File: src/rtl/wb_pkg.sv
// Shared types and constants for the write-back port: queue entry layout and default depth.
package wb_pkg;

    localparam int unsigned DEPTH_DEFAULT = 4;
    localparam logic [4:0]  REG_ZERO      = 5'd0;

    typedef struct packed {
        logic [4:0]  rw;
        logic [31:0] data;
    } wb_entry_t;

    function automatic wb_entry_t make_entry(input logic [4:0] rw, input logic [31:0] data);
        wb_entry_t e;
        e.rw   = rw;
        e.data = data;
        return e;
    endfunction

endpackage

File: src/rtl/wb_write_port_if.sv
// Bus bundle for wb_write_port: two result sources, register-file write port and forwarding lookup.
interface wb_write_port_if import wb_pkg::*; #(
    parameter int unsigned DEPTH = DEPTH_DEFAULT
);
    localparam int unsigned CW = $clog2(DEPTH) + 1;

    logic          mem_valid;
    logic          mem_ready;
    logic [4:0]    mem_rw;
    logic [31:0]   mem_di;
    logic          alu_valid;
    logic          alu_ready;
    logic [4:0]    alu_rw;
    logic [31:0]   alu_di;
    logic          reg_wr;
    logic [4:0]    rw;
    logic [31:0]   di;
    logic [4:0]    ra;
    logic [4:0]    rb;
    logic          fwd_a_hit;
    logic [31:0]   fwd_a;
    logic          fwd_b_hit;
    logic [31:0]   fwd_b;
    logic [CW-1:0] count;

    modport master (
        output mem_valid, mem_rw, mem_di, alu_valid, alu_rw, alu_di, ra, rb,
        input  mem_ready, alu_ready, reg_wr, rw, di,
               fwd_a_hit, fwd_a, fwd_b_hit, fwd_b, count
    );

    modport slave (
        input  mem_valid, mem_rw, mem_di, alu_valid, alu_rw, alu_di, ra, rb,
        output mem_ready, alu_ready, reg_wr, rw, di,
               fwd_a_hit, fwd_a, fwd_b_hit, fwd_b, count
    );

endinterface

File: src/rtl/wb_fifo.sv
// Circular entry queue with two ordered write ports (wr0 older than wr1) and one read port.
module wb_fifo import wb_pkg::*; #(
    parameter  int unsigned DEPTH = DEPTH_DEFAULT,
    localparam int unsigned AW    = $clog2(DEPTH),
    localparam int unsigned CW    = AW + 1
) (
    input  logic          clk,
    input  logic          rst,
    input  logic          wr0_en,
    input  wb_entry_t     wr0_data,
    input  logic          wr1_en,
    input  wb_entry_t     wr1_data,
    input  logic          rd_en,
    output wb_entry_t     head,
    output logic [CW-1:0] count,
    output logic [AW-1:0] rd_ptr,
    output wb_entry_t     slots [DEPTH]
);

    logic [AW-1:0] wr_ptr;

    // wr1 lands behind wr0 when both fire so queue order matches arrival order
    always_ff @(posedge clk) begin
        if (wr0_en) slots[wr_ptr] <= wr0_data;
        if (wr1_en) slots[wr0_en ? wr_ptr + AW'(1) : wr_ptr] <= wr1_data;
    end

    always_ff @(posedge clk) begin
        if (rst) begin
            wr_ptr <= '0;
            rd_ptr <= '0;
            count  <= '0;
        end else begin
            wr_ptr <= wr_ptr + AW'(wr0_en) + AW'(wr1_en);
            if (rd_en) rd_ptr <= rd_ptr + AW'(1);
            count  <= count + CW'(wr0_en) + CW'(wr1_en) - CW'(rd_en);
        end
    end

    assign head = slots[rd_ptr];

endmodule

File: src/rtl/wb_write_port.sv
// Merges load and ALU results into an ordered register-file write stream.
// Optional operand forwarding from pending entries: define WB_FORWARD_EN.
module wb_write_port import wb_pkg::*; #(
    parameter int unsigned DEPTH = DEPTH_DEFAULT
) (
    input  logic             clk,
    input  logic             rst,
    wb_write_port_if.slave   bus
);

    localparam int unsigned AW = $clog2(DEPTH);
    localparam int unsigned CW = AW + 1;

    logic [CW-1:0] count;
    logic [AW-1:0] rd_ptr;
    wb_entry_t     slots [DEPTH];
    wb_entry_t     head;
    logic          mem_ready, alu_ready, mem_push, alu_push, pop;
    logic          reg_wr;
    logic [4:0]    rw;
    logic [31:0]   di;
    logic [32:0]   fa, fb;

    // Credit comes from start-of-cycle occupancy only; the Mem slot is reserved first
    always_comb begin
        mem_ready = !rst && (count <= CW'(DEPTH - 1));
        alu_ready = !rst && ((count <= CW'(DEPTH - 2)) ||
                             ((count == CW'(DEPTH - 1)) && !bus.mem_valid));
    end

    assign mem_push = bus.mem_valid && mem_ready && (bus.mem_rw != REG_ZERO);
    assign alu_push = bus.alu_valid && alu_ready && (bus.alu_rw != REG_ZERO);
    assign pop      = (count != '0);

    wb_fifo #(.DEPTH(DEPTH)) u_fifo (
        .clk      (clk),
        .rst      (rst),
        .wr0_en   (mem_push),
        .wr0_data (make_entry(bus.mem_rw, bus.mem_di)),
        .wr1_en   (alu_push),
        .wr1_data (make_entry(bus.alu_rw, bus.alu_di)),
        .rd_en    (pop),
        .head     (head),
        .count    (count),
        .rd_ptr   (rd_ptr),
        .slots    (slots)
    );

    always_ff @(posedge clk) begin
        if (rst) begin
            reg_wr <= 1'b0;
            rw     <= '0;
            di     <= '0;
        end else begin
            reg_wr <= pop;
            if (pop) begin
                rw <= head.rw;
                di <= head.data;
            end
        end
    end

`ifdef WB_FORWARD_EN
    // Scan oldest to youngest so the last match wins; the output register is oldest of all
    function automatic logic [32:0] lookup(input logic [4:0] r);
        logic [32:0] res;
        wb_entry_t   e;
        res = '0;
        if (r != REG_ZERO) begin
            if (reg_wr && (rw == r)) res = {1'b1, di};
            for (int unsigned i = 0; i < DEPTH; i++) begin
                e = slots[rd_ptr + AW'(i)];
                if ((CW'(i) < count) && (e.rw == r)) res = {1'b1, e.data};
            end
        end
        return res;
    endfunction

    always_comb begin
        fa = lookup(bus.ra);
        fb = lookup(bus.rb);
        if (rst) begin
            fa = '0;
            fb = '0;
        end
    end
`else
    logic fwd_unused;
    always_comb begin
        fa = '0;
        fb = '0;
        fwd_unused = ^{rd_ptr, bus.ra, bus.rb};
        for (int unsigned i = 0; i < DEPTH; i++) fwd_unused = fwd_unused ^ (^slots[i]);
    end
`endif

    assign bus.mem_ready = mem_ready;
    assign bus.alu_ready = alu_ready;
    assign bus.reg_wr    = reg_wr;
    assign bus.rw        = rw;
    assign bus.di        = di;
    assign bus.count     = count;
    assign bus.fwd_a_hit = fa[32];
    assign bus.fwd_a     = fa[31:0];
    assign bus.fwd_b_hit = fb[32];
    assign bus.fwd_b     = fb[31:0];

endmodule
File: src/flat_wrapper.sv
// flat-port wrapper written by rule: the top's interface ports become plain ports
module wb_write_port_flat import wb_pkg::*;
#(
    parameter int unsigned DEPTH = DEPTH_DEFAULT
)
  (clk, rst, bus_mem_valid, bus_mem_rw, bus_mem_di, bus_alu_valid, bus_alu_rw, bus_alu_di, bus_ra, bus_rb, bus_mem_ready, bus_alu_ready, bus_reg_wr, bus_rw, bus_di, bus_fwd_a_hit, bus_fwd_a, bus_fwd_b_hit, bus_fwd_b, bus_count);
  wb_write_port_if #(.DEPTH(DEPTH)) bus_i ();
  input  logic clk;
  input  logic rst;
  input wire logic [$bits(bus_i.mem_valid)-1:0] bus_mem_valid;
  input wire logic [$bits(bus_i.mem_rw)-1:0] bus_mem_rw;
  input wire logic [$bits(bus_i.mem_di)-1:0] bus_mem_di;
  input wire logic [$bits(bus_i.alu_valid)-1:0] bus_alu_valid;
  input wire logic [$bits(bus_i.alu_rw)-1:0] bus_alu_rw;
  input wire logic [$bits(bus_i.alu_di)-1:0] bus_alu_di;
  input wire logic [$bits(bus_i.ra)-1:0] bus_ra;
  input wire logic [$bits(bus_i.rb)-1:0] bus_rb;
  output wire logic [$bits(bus_i.mem_ready)-1:0] bus_mem_ready;
  output wire logic [$bits(bus_i.alu_ready)-1:0] bus_alu_ready;
  output wire logic [$bits(bus_i.reg_wr)-1:0] bus_reg_wr;
  output wire logic [$bits(bus_i.rw)-1:0] bus_rw;
  output wire logic [$bits(bus_i.di)-1:0] bus_di;
  output wire logic [$bits(bus_i.fwd_a_hit)-1:0] bus_fwd_a_hit;
  output wire logic [$bits(bus_i.fwd_a)-1:0] bus_fwd_a;
  output wire logic [$bits(bus_i.fwd_b_hit)-1:0] bus_fwd_b_hit;
  output wire logic [$bits(bus_i.fwd_b)-1:0] bus_fwd_b;
  output wire logic [$bits(bus_i.count)-1:0] bus_count;
  assign bus_i.mem_valid = bus_mem_valid;
  assign bus_i.mem_rw = bus_mem_rw;
  assign bus_i.mem_di = bus_mem_di;
  assign bus_i.alu_valid = bus_alu_valid;
  assign bus_i.alu_rw = bus_alu_rw;
  assign bus_i.alu_di = bus_alu_di;
  assign bus_i.ra = bus_ra;
  assign bus_i.rb = bus_rb;
  assign bus_mem_ready = bus_i.mem_ready;
  assign bus_alu_ready = bus_i.alu_ready;
  assign bus_reg_wr = bus_i.reg_wr;
  assign bus_rw = bus_i.rw;
  assign bus_di = bus_i.di;
  assign bus_fwd_a_hit = bus_i.fwd_a_hit;
  assign bus_fwd_a = bus_i.fwd_a;
  assign bus_fwd_b_hit = bus_i.fwd_b_hit;
  assign bus_fwd_b = bus_i.fwd_b;
  assign bus_count = bus_i.count;
  wb_write_port #(.DEPTH(DEPTH)) u_core (.clk(clk), .rst(rst), .bus(bus_i));
endmodule
File: config.mk
export PLATFORM = sky130hd
export DESIGN_NAME = wb_write_port_flat
export DESIGN_NICKNAME = d
export VERILOG_FILES = /design/src/rtl/wb_pkg.sv /design/src/rtl/wb_write_port_if.sv /design/src/rtl/wb_fifo.sv /design/src/rtl/wb_write_port.sv /design/src/flat_wrapper.sv
export SDC_FILE = /design/constraint.sdc
export NUM_CORES = 1
export LEC_CHECK = 0
export ABC_CLOCK_PERIOD_IN_PS = 9500
export CORE_ASPECT_RATIO = 0.7
export CORE_MARGIN = 5
export CORE_UTILIZATION = 31
export CTS_CLUSTER_SIZE = 20
export DETAILED_ROUTE_END_ITERATION = 7
export GPL_ROUTABILITY_DRIVEN = 0
export SYNTH_ARGS = -nofsm -noshare
export SYNTH_HDL_FRONTEND = slang
export SYNTH_HIERARCHICAL = 1
export SYNTH_SLANG_ARGS = --single-unit
File: constraint.sdc
create_clock -name clk -period 9.5 [get_ports clk]
set_clock_uncertainty 0.1 [all_clocks]
set_input_delay 1.9 -clock clk [delete_from_list [all_inputs] [get_ports clk]]
set_output_delay 1.9 -clock clk [all_outputs]
set_load 0.05 [all_outputs]
==> results.md <==
- Critical path depth in cells: 3
- Leak: 4.895 nW
- Final WL: 27.42 mm
- Sw Share: around a third
- Nets: approximately 1.0k
- Post-DP Area: 11,610 sq um
- Worst path required time: 7500 ps
- TritonCTS sink count: between 150 and 200
- Reg2Reg Depth: 7
- R2R setup slack: about 5400 ps
- Syn avg cell area: 12.76 sq um
- Fmax: approximately 180 MHz
- CP most frequent cell: clkdlybuf4s50_1
- Share of layout cells above drive strength 1: 42.14%
- Buffers on Ports: 120
- Combinational power share: 46.1%
- Clock root cell: clkbuf_16
- Design area: 12,270 sq um
- Die Y: 163.3 um
- CTS tree: built
- Min-delay worst type: reg2reg
- Final number of max-transition violations: 0
- CP Buf/Inv Count: 2
- Minimum clock period: 5506 ps
- Gate family responsible for the most delay along the worst path: buffers and inverters
- First-pass GRT wire length: about 42 mm
- Dpl hpwl: 17.30 mm
- Final count of negative-setup-slack endpoints: 0
- # resized after CTS: 0
- Final Cycle Share: between 50 and 60%
- Sequential fraction of the synthesis area: 37.12%
- Core area: 33,280 sq um
- CP peak stage delay: 860 ps
- Synthesized flop and latch total: 193
- Initial core utilization: 31.27%
- Worst Path Max Fanout: 2
- Max cap viols: 0
- GRT overflow: 0
- Avg WL per Cell: 20.29 um
- Row count: 56
- Largest net degree at the start of global routing: 80
- Post-CTS Setup Inserts: 0
- Die area: 37,400 sq um
- Internal power component: 2.840 mW
- Area grow syn2layout: 17.88%
- Clk Latency, worst-skew pair: 440 ps
- Reg2Reg Launch Point: u_core/u_fifo/count[2]$_SDFF_PP0_
- Post-route ant nets: 0
- Final Hold Viols: 0
- Crit-path cells: clkdlybuf4s50_1 -> a311oi_2 -> clkdlybuf4s50_1
- Sw Pwr: 1.534 mW
- Register share of total power: 35.2%
- Drt pass-1 iters: 4
- Yosys warnings: 6
- CTS buffer count: 17
- Max_slew headroom: a little under a fifth
- Pwr/cell area: between 300 and 400 nW/um^2
- Vias in the first global route: 6,737
- Critical Path Sink: bus_alu_ready
- I/O pin count: 197
- Crit end category: output pin
- Total GRT Usage: 14.60%
- Status: finished, final reports clean
- Least-Margin Pin Slew: about 1200 ps
- Setup repair after global routing missed its margin: no
- Initial antenna violation count: 4
- Worst reg2reg path endpoint: u_core/u_fifo/slots[124]$_DFF_P_
- Crit-path slowest cell: clkdlybuf4s50_1
- Post-synth cell types: 35
- Number of DRC markers in iteration 0: 380
- Antenna diode instance count: 0
- CP Data Arrival Time: 3510 ps
- Post-route setup TNS: 0 ps
- Post-Synthesis Cells: 816
- Power share of the clock group: 18.7%
- H-tree Lvls: 4
- Vias: 6,609
- Vias per std cell: 4.892
- DIE WIDTH: 229.0 um
- CTS max path bufs: 2
- VDD IR max: 161.8 uV
- Post-Syn Area: about 10,000 sq um
- CP Class: in2out
- CP startpoint kind: primary input
- Beginning of the critical path: bus_mem_valid
- Clock transition at path regs: approximately 70 ps
- CTS Hold Bufs: 0
- DRC viols: 0
[cells in the mapped netlist]
cell	number	area share, %
and4_1	1	0.084
xnor2_1	3	0.25
nand2_1	1	0.036
nor2_1	6	0.22
buf_2	27	1.3
a32oi_4	2	0.53
nor2b_4	1	0.13
mux2_2	239	26
mux2_1	7	0.76
inv_1	7	0.25
a311oi_2	1	0.14
o31ai_1	37	2.7
or3_1	3	0.18
clkbuf_1	15	0.54
o311a_1	2	0.19
fa_1	3	0.58
conb_1	1	0.036
or4b_1	37	3.6
buf_4	72	5.2
and4b_1	1	0.096
ha_1	5	0.60
a21oi_1	37	1.8
mux2_4	50	7.2
dfxtp_1	193	37
mux4_2	37	8.0
nor2b_2	1	0.084
nand2_2	4	0.24
buf_8	6	0.87
a31oi_4	2	0.41
buf_6	4	0.43
buf_1	4	0.14
and2b_4	1	0.096
xor2_1	2	0.17
nor2_2	1	0.060
nor2b_1	3	0.18
[area by class of cell]
cell class / count / area, sq um
clock buffers: 20 / 446.7
clock inverters: 11 / 210.2
fillers: 3188 / 21010
inverters: 7 / 26.28
multi-input cells: 553 / 5881
flip-flops and latches: 193 / 3875
well taps: 435 / 544.3
repair buffers: 132 / 1286
[registers in the layout, indices dropped and copies added (netlist names)]
register and cells:
u_core/bus.reg_wr 1, u_core/u_fifo/rd_ptr 2, u_core/u_fifo/wr_ptr 2, u_core/bus.di 32, u_core/u_fifo/count 3, u_core/bus.rw 5
u_core/u_fifo/slots 148
[cells in the final DEF (no fill, tap or decap), types with 2 or more instances in the layout]
cell / count
dfxtp_2: 3
clkbuf_1: 2
nor2_1: 6
mux4_2: 37
mux2_4: 50
buf_4: 12
mux2_2: 239
dfxtp_4: 2
xnor2_1: 3
clkinvlp_4: 2
a21oi_1: 37
clkdlybuf4s50_1: 119
nor2b_1: 3
a32oi_4: 2
fa_1: 3
clkinv_2: 3
or3_1: 3
or4b_1: 37
o31ai_1: 37
ha_1: 5
nand2_2: 4
inv_1: 7
bufinv_16: 6
clkbuf_16: 17
dfxtp_1: 188
mux2_1: 7
conb_1: 66
a31oi_4: 2
xor2_1: 2
o311a_1: 2
[logic make-up after synthesis]
group                    after synthesis  share of synthesized area (%)
AO/OA/AOI/OAI                         81                          5.722
XOR/XNOR                               5                         0.4208
adder cells (fa/ha/maj)                8                          1.178
buffers and inverters                135                          8.727
flip-flops                           193                          37.12
multiplexers                         333                          41.83
other                                  1                        0.03603
AND/OR/NAND/NOR                       60                          4.965
[layer usage]
metal  vias up  GRT usage, %  share of wire [%]
met5         -             0               0.17
met4         8         3.387                1.0
met3        34         3.962                4.1
met2       124         23.36                 46
met1      3338         19.83                 48
li1       3105             -                  -
[metrics by stage]
stage	power (mW)	setup slack, ps	util, %	hold slack (ps)	std cells
global route	4.640	3919	36.86	472.7	1351
finish	4.374	3994	36.86	454.9	1351
floorplan	3.100	4557	-	457.6	881
global placement	3.538	3726	34.89	441.0	1320
CTS	4.427	3982	36.86	455.0	1351
detailed placement	3.585	3719	34.89	438.2	1320
[power groups by stage]
stage	combinational, mW	clock [mW]	sequential, mW
global route	2.16	0.876	1.60
floorplan	1.40	0	1.70
global placement	1.99	0	1.55
finish	2.02	0.817	1.54
detailed placement	2.03	0	1.56
CTS	2.04	0.844	1.55
[tightest hold or removal path, delay by kind of cell (launching register included)]
kind | cells | cell delay (ps)
DFF | 1 | 310
and+or+nand+nor | 1 | 150
AOI/OAI and AO/OA | 1 | 50
[how the worst min path moves through the flow]
stage                                    startpoint                              end  slack (ps)  cells after the start
global route         u_core/bus.di[15]$_SDFFE_PP0P_   u_core/bus.di[15]$_SDFFE_PP0P_         470                      2
global placement     u_core/bus.di[26]$_SDFFE_PP0P_   u_core/bus.di[26]$_SDFFE_PP0P_         440                      2
finish                u_core/bus.rw[4]$_SDFFE_PP0P_    u_core/bus.rw[4]$_SDFFE_PP0P_         450                      2
CTS                   u_core/bus.di[9]$_SDFFE_PP0P_    u_core/bus.di[9]$_SDFFE_PP0P_         460                      2
detailed placement    u_core/bus.di[9]$_SDFFE_PP0P_    u_core/bus.di[9]$_SDFFE_PP0P_         440                      2
floorplan           u_core/u_fifo/slots[10]$_DFF_P_  u_core/u_fifo/slots[10]$_DFF_P_         460                      2
Note: power is estimated with default switching activity, not from simulation.
